$ cat src/rtl/nonce_scheduler.sv
// -----------------------------------------------------------------------------
// nonce_scheduler
//
// Purpose
//   Drives an external hash core through a linear nonce search. When a search
//   starts, the block latches a 96-bit header template and an 8-bit
//   difficulty. It then launches the core once per nonce, with the nonce
//   spliced into the low NONCE_W bits of the header. It stops at the first
//   nonce whose hash[23:16] is below the difficulty, when the nonce space is
//   exhausted, or when the core fails to answer within TIMEOUT cycles.
//
//   Per-nonce schedule (L = cycles from core_start to core_done):
//     LAUNCH (1 cycle) -> WAIT (L cycles) -> CHECK (1 cycle) -> LAUNCH ...
//   so each nonce occupies L+2 cycles.
//
// Parameters
//   NONCE_W   width of the nonce field, replaces bloque_bytes[NONCE_W-1:0] (4..32)
//   TIMEOUT   core_done watchdog budget per nonce (>= 2)
//
// Ports
//   clk           in   single clock, rising edge
//   reset         in   asynchronous, active-high reset
//   inicio        in   start request, honoured in IDLE and DONE
//   cancelar      in   abort; returns to IDLE from any non-IDLE state
//   bloque_bytes  in   96-bit header template
//   target        in   difficulty; hash accepted when hash[23:16] < target
//   core_start    out  one-cycle launch pulse to the hash core
//   core_bloque   out  {latched header[95:NONCE_W], nonce}
//   core_done     in   one-cycle completion pulse from the hash core
//   core_hash     in   hash result, valid only with core_done
//   ocupado       out  search in progress
//   terminado     out  search has ended (level, held in DONE)
//   encontrado    out  a valid nonce was found
//   error         out  watchdog expired
//   nonce_out     out  current / last nonce tried
//   hash          out  last captured core_hash
// -----------------------------------------------------------------------------
module nonce_scheduler #(
    parameter int NONCE_W = 16,
    parameter int TIMEOUT = 64
) (
    input  logic               clk,
    input  logic               reset,
    input  logic               inicio,
    input  logic               cancelar,
    input  logic [95:0]        bloque_bytes,
    input  logic [7:0]         target,
    output logic               core_start,
    output logic [95:0]        core_bloque,
    input  logic               core_done,
    input  logic [23:0]        core_hash,
    output logic               ocupado,
    output logic               terminado,
    output logic               encontrado,
    output logic               error,
    output logic [NONCE_W-1:0] nonce_out,
    output logic [23:0]        hash
);

    // Watchdog counts WAIT cycles without core_done. It must be able to hold
    // TIMEOUT-1, the value it reaches on expiry.
    localparam int WD_W = $clog2(TIMEOUT);

    // The counter is cleared in LAUNCH and is 0 in the first WAIT cycle. Expiry
    // is taken in the WAIT cycle whose increment would make it TIMEOUT-1. That
    // gives TIMEOUT-1 WAIT cycles, and DONE follows TIMEOUT cycles after the
    // core_start cycle.
    localparam logic [WD_W-1:0] WD_LAST = WD_W'(TIMEOUT - 2);

    typedef enum logic [2:0] {
        IDLE,
        LAUNCH,
        WAIT,
        CHECK,
        DONE
    } state_t;

    state_t state_q, state_d;

    // Only the header bits above the nonce field are kept. The nonce register
    // supplies the low bits of core_bloque.
    logic [95:NONCE_W]  hdr_q;
    logic [7:0]         target_q;
    logic [NONCE_W-1:0] nonce_q;
    logic [23:0]        hash_q;
    logic [WD_W-1:0]    wd_q;
    logic               encontrado_q;
    logic               error_q;

    // Control strobes from the FSM to the datapath.
    logic load_job;
    logic clr_wd;
    logic inc_wd;
    logic cap_hash;
    logic inc_nonce;
    logic set_found;
    logic set_err;
    logic clr_flags;

    logic hash_hit;

    // Unsigned compare. target_q = 0 can never be exceeded, so a zero target
    // always leads to exhaustion without extra logic.
    assign hash_hit = (hash_q[23:16] < target_q);

    // -------------------------------------------------------------------------
    // State register
    // -------------------------------------------------------------------------
    always_ff @(posedge clk or posedge reset) begin
        if (reset) begin
            state_q <= IDLE;
        end else begin
            // NOTE: registers use non-blocking assignments. Every flop then
            // samples the pre-edge value of the others, whatever the
            // statement order.
            state_q <= state_d;
        end
    end

    // -------------------------------------------------------------------------
    // Next-state and control decode
    // -------------------------------------------------------------------------
    always_comb begin
        // NOTE: every signal assigned in this block gets a default first. No
        // branch can leave one unassigned, so no latch is inferred.
        state_d   = state_q;
        load_job  = 1'b0;
        clr_wd    = 1'b0;
        inc_wd    = 1'b0;
        cap_hash  = 1'b0;
        inc_nonce = 1'b0;
        set_found = 1'b0;
        set_err   = 1'b0;
        clr_flags = 1'b0;

        // Abort wins over start, completion and watchdog expiry in the same
        // cycle.
        if (cancelar && (state_q != IDLE)) begin
            state_d   = IDLE;
            clr_flags = 1'b1;
        end else begin
            unique case (state_q)
                IDLE, DONE: begin
                    if (inicio) begin
                        state_d  = LAUNCH;
                        load_job = 1'b1;
                    end
                end

                LAUNCH: begin
                    state_d = WAIT;
                    clr_wd  = 1'b1;
                end

                WAIT: begin
                    if (core_done) begin
                        cap_hash = 1'b1;
                        state_d  = CHECK;
                    end else begin
                        inc_wd = 1'b1;
                        if (wd_q == WD_LAST) begin
                            set_err = 1'b1;
                            state_d = DONE;
                        end
                    end
                end

                CHECK: begin
                    if (hash_hit) begin
                        set_found = 1'b1;
                        state_d   = DONE;
                    end else if (&nonce_q) begin
                        // Last nonce tried without success: stop here rather
                        // than wrap back to 0.
                        state_d = DONE;
                    end else begin
                        inc_nonce = 1'b1;
                        state_d   = LAUNCH;
                    end
                end

                default: begin
                    state_d = IDLE;
                end
            endcase
        end
    end

    // -------------------------------------------------------------------------
    // Datapath registers
    // -------------------------------------------------------------------------
    always_ff @(posedge clk or posedge reset) begin
        if (reset) begin
            hdr_q        <= '0;
            target_q     <= '0;
            nonce_q      <= '0;
            hash_q       <= '0;
            wd_q         <= '0;
            encontrado_q <= 1'b0;
            error_q      <= 1'b0;
        end else begin
            // The header and target change only here, on a start from IDLE or
            // DONE. That keeps core_bloque stable for the whole search.
            if (load_job) begin
                hdr_q        <= bloque_bytes[95:NONCE_W];
                target_q     <= target;
                nonce_q      <= '0;
                encontrado_q <= 1'b0;
                error_q      <= 1'b0;
            end

            if (clr_wd) begin
                wd_q <= '0;
            end else if (inc_wd) begin
                wd_q <= wd_q + 1'b1;
            end

            if (cap_hash) begin
                hash_q <= core_hash;
            end

            if (inc_nonce) begin
                nonce_q <= nonce_q + 1'b1;
            end

            if (set_found) begin
                encontrado_q <= 1'b1;
            end

            if (set_err) begin
                error_q <= 1'b1;
            end

            if (clr_flags) begin
                encontrado_q <= 1'b0;
                error_q      <= 1'b0;
            end
        end
    end

    // -------------------------------------------------------------------------
    // Outputs
    // -------------------------------------------------------------------------
    // The status outputs are decoded from the state register. They therefore
    // fall to 0 as soon as the asynchronous reset forces IDLE.
    assign core_start  = (state_q == LAUNCH);
    assign ocupado     = (state_q == LAUNCH) || (state_q == WAIT) || (state_q == CHECK);
    assign terminado   = (state_q == DONE);
    assign encontrado  = encontrado_q;
    assign error       = error_q;
    assign nonce_out   = nonce_q;
    assign hash        = hash_q;
    assign core_bloque = {hdr_q, nonce_q};

endmodule

$ cat config.mk
export PLATFORM = sky130hd
export DESIGN_NAME = nonce_scheduler
export DESIGN_NICKNAME = d
export VERILOG_FILES = /design/src/rtl/nonce_scheduler.sv
export SDC_FILE = /design/constraint.sdc
export NUM_CORES = 1
export LEC_CHECK = 0
export CAP_MARGIN = 40
export CORE_MARGIN = 2
export CORE_UTILIZATION = 38
export DETAILED_ROUTE_END_ITERATION = 6
export MAX_ROUTING_LAYER = met4
export PLACE_DENSITY = 0.9
export SLEW_MARGIN = 10
export SYNTH_ARGS = -nofsm -noshare
export SYNTH_HDL_FRONTEND = slang
export SYNTH_SLANG_ARGS = --single-unit
$ cat constraint.sdc
create_clock -name clk -period 4.2 [get_ports clk]
set_input_delay 0.63 -clock clk [delete_from_list [all_inputs] [get_ports clk]]
set_output_delay 0.63 -clock clk [all_outputs]
set_load 0.02 [all_outputs]
==> flow_summary.ini <==
[timing]
max_freq_mhz = 365
setup_tns_ns = 0
finalCriticalPeriod_ns = 2.74
skew_ns = 0.0117
slew_violations = 0
grt_setup_unrepaired = no
hold_viol = 0
layout_setup_ws_ns = 1.46
finalSetupViolations = 0
relSlewSlack_pct = 52.2
worst_pin_slew_ns = 0.717
timing.final.crit_share_pct = 65.2

[synth]
synth-warning-count = 0
yosysMostFrequentCell = nand2_1
synth_top_area_share_pct = 58.4
ys_seq_area_share_pct = 58.4
syn_area_sq_um = 5950
ys_top_cells_by_area = dfrtp_1 (58%), nand2_1 (17%), mux2_2 (4.5%), ha_1 (2.1%), buf_4 (2.0%)
synth_nets = 767
synth_cell_types = 42
synthArstFlopShare_pct = 100
synth_edf_count = 0
ys.flop_type = dfrtp_1
synth_area_leader_cell = dfrtp_1
synth_common_cells = nand2_1 (265), dfrtp_1 (139), mux2_2 (24), nor2_1 (24), clkbuf_1 (21)
synth_cells = 624
ys_ff_latch = 139
syn_area_per_cell_sq_um = 9.54

[setup_path]
cp.required_ns = 4.54
cp_num_buf_inv = 0
crit_path_end = nonce_out[2]$_DFFE_PP0P_
startpoint_type = register
cpPeakStageDelay_ns = 0.59
path_cells = ha_1 -> a211oi_1 -> o21ai_0 -> a41oi_1 -> or3_1 -> mux2_4 -> mux2i_4
cp-end-kind = register
r2r_slack_ns = 1.46
crit-reg2reg-capture = nonce_out[2]$_DFFE_PP0P_
crit_family = compound AO/OA/AOI/OAI gates
cp_slowest_cell = or3_1
reg2reg_depth = 7
critPathKind = register to register
rr_startpoint = hash[18]$_DFFE_PP0P_
cp_max_fo = 19
cp.depth = 7
cp_data_arrival_time_ns = 3.07
critPathLaunch = hash[18]$_DFFE_PP0P_

[global_route]
grt_max_degree = 140
overflow = 0
grt_pass1_wl_um = 25400
antenna_found_initial = 0
grt_pass1_vias = 5147
track_usage_pct = 20.5

[clocking]
clk_latency_ns = 0.41
cts_setup_buffers = 0
path_clk_slew_ns = 0.06
cts_tree = yes
numCtsBuffers = 17
ctsResizeCount = 0
postCtsHoldBufs = 0
numClockSinks = 139
htreeDepth = 4
cts_root_buf = clkbuf_16
clockBufferDepth = 2

[placement]
dp_hpwl_um = 11500
finalWeightedCongestion = 0.815
pre_cts_ws_ns = 1.34
io_buffers = 257
postPlaceCellArea_sq_um = 8660
dp_cells = 1054

[drt]
avgViaCountPerCell = 4.78
drtIter0Drc = 291
vias = 5193
ant_nets = 0
totalWireLength_um = 16100
dr.pass1.iters = 4
route.detailed.drc = 0
wire_per_inst_um = 14.8

[layout]
fillers = 1251
stdcell_count = 1086
antenna_cells = 0
fin_nets = 1005
seq_area_sq_um = 3480
fin_area_sq_um = 9300
drive_gt1_share_pct = 8.11
multi_input_area_sq_um = 2210
syn_to_final_growth_pct = 56.3

[power]
power_frac_comb_pct = 43.3
p_leak_nw = 4.33
vdd_drop_max_mv = 0.447
pwr-share-clk_pct = 24.0
internal-power_w = 0.00429
p_per_area_nw_per_um2 = 725
switchingPower_w = 0.00246
sw_frac_of_total_pct = 36.5
seqPwrFrac_pct = 32.7

[run_status]
status = finished, final reports clean

[floorplan]
core_sq_um = 15300
num_rows = 45
io-pin-count = 274
die_y_um = 129
die_area_sq_um = 16700
start_util_pct = 39.0
dieWidth_um = 129

[worst_hold_path]
hp-class = register to register

[flow_run]
cap_viol_max_count = 0
[layout by cell type, fill, tap and decap left out, types with 4 or more instances in the layout]
cell / netlist / routed
nand2_1: 265 / 265
clkdlybuf4s50_1: 0 / 257
dfrtp_1: 139 / 139
nor2_1: 24 / 24
mux2_2: 24 / 24
nand3_1: 19 / 19
o21ai_0: 18 / 18
clkbuf_16: 0 / 17
ha_1: 10 / 10
inv_1: 10 / 9
a21oi_1: 8 / 7
nor3_1: 7 / 7
and3_1: 6 / 6
xnor2_1: 5 / 5
xor2_1: 5 / 5
nand4_1: 4 / 4
a211o_1: 4 / 4
clkbuf_8: 0 / 4
bufinv_16: 0 / 4
buf_4: 16 / 4
[state kept, by name (all words and copies together), names as in the netlist]
name        flops
target_q        8
state_q         3
hdr_q          80
nonce_out      16
encontrado      1
hash           24
wd_q            6
error           1
[worst min-delay path by stage]
stage	from	cells past startpoint	end
floorplan	target_q[0]$_DFFE_PP0P_	2	target_q[0]$_DFFE_PP0P_
finish	hdr_q[48]$_DFFE_PP0P_	2	hdr_q[48]$_DFFE_PP0P_
CTS	hdr_q[40]$_DFFE_PP0P_	2	hdr_q[40]$_DFFE_PP0P_
global route	hdr_q[74]$_DFFE_PP0P_	2	hdr_q[74]$_DFFE_PP0P_
detailed placement	hdr_q[40]$_DFFE_PP0P_	2	hdr_q[40]$_DFFE_PP0P_
global placement	target_q[0]$_DFFE_PP0P_	2	target_q[0]$_DFFE_PP0P_
[stage by stage]
| stage | util, % | hold WS [ns] | total power (W) |
|---|---|---|---|
| floorplan | - | 0.438 | 0.00368 |
| global placement | 56.6 | 0.454 | 0.00505 |
| detailed placement | 56.7 | 0.462 | 0.00516 |
| CTS | 61.0 | 0.477 | 0.00681 |
| global route | 61.0 | 0.491 | 0.00713 |
| finish | 61.0 | 0.469 | 0.00674 |
[routing by layer]
metal  vias to the layer above  track usage [%]  share of wire [%]  wire, um
li1                       2472                -                  -         -
met1                      2492             23.7                 41      6600
met2                       204             33.5                 50      8130
met3                        25             5.37                6.2      1000
met4                         0             9.59                2.4       393
met5                         -                -                  0         0
[worst register-to-register path, delay by kind of cell, from the launching register on]
kind | cells | cell delay [ns]
mux | 2 | 0.49
fa+ha+maj | 1 | 0.31
compound gates | 3 | 0.88
simple gates | 1 | 0.59
flops | 1 | 0.40
[power by group through the flow]
stage / sequential, W / clock [W] / combinational [W]
2_1_floorplan: 0.00277 / 0 / 0.000912
3_3_place_gp: 0.00219 / 0 / 0.00286
3_5_place_dp: 0.00221 / 0 / 0.00294
4_1_cts: 0.00221 / 0.00166 / 0.00295
5_1_grt: 0.00227 / 0.00171 / 0.00315
6_report: 0.00220 / 0.00162 / 0.00292
[logic make-up after synthesis]
group | count (synthesis) | synth area share [%]
flip-flops | 139 | 58.4
buffers and inverters | 55 | 4.67
AO/OA/AOI/OAI | 43 | 4.56
AND/OR/NAND/NOR | 340 | 23.4
multiplexers | 27 | 5.34
adder cells (fa/ha/maj) | 10 | 2.10
XOR/XNOR | 10 | 1.47
[final cells by class]
type	instances	share of cell area, %
clock inverters	10	1.75
flip-flops and latches	139	37.4
clock buffers	22	5.21
inverters	10	0.444
repair buffers	264	28.6
multi-input cells	430	23.8
well taps	211	2.84
No activity file was read; power rests on OpenSTA's default activity.
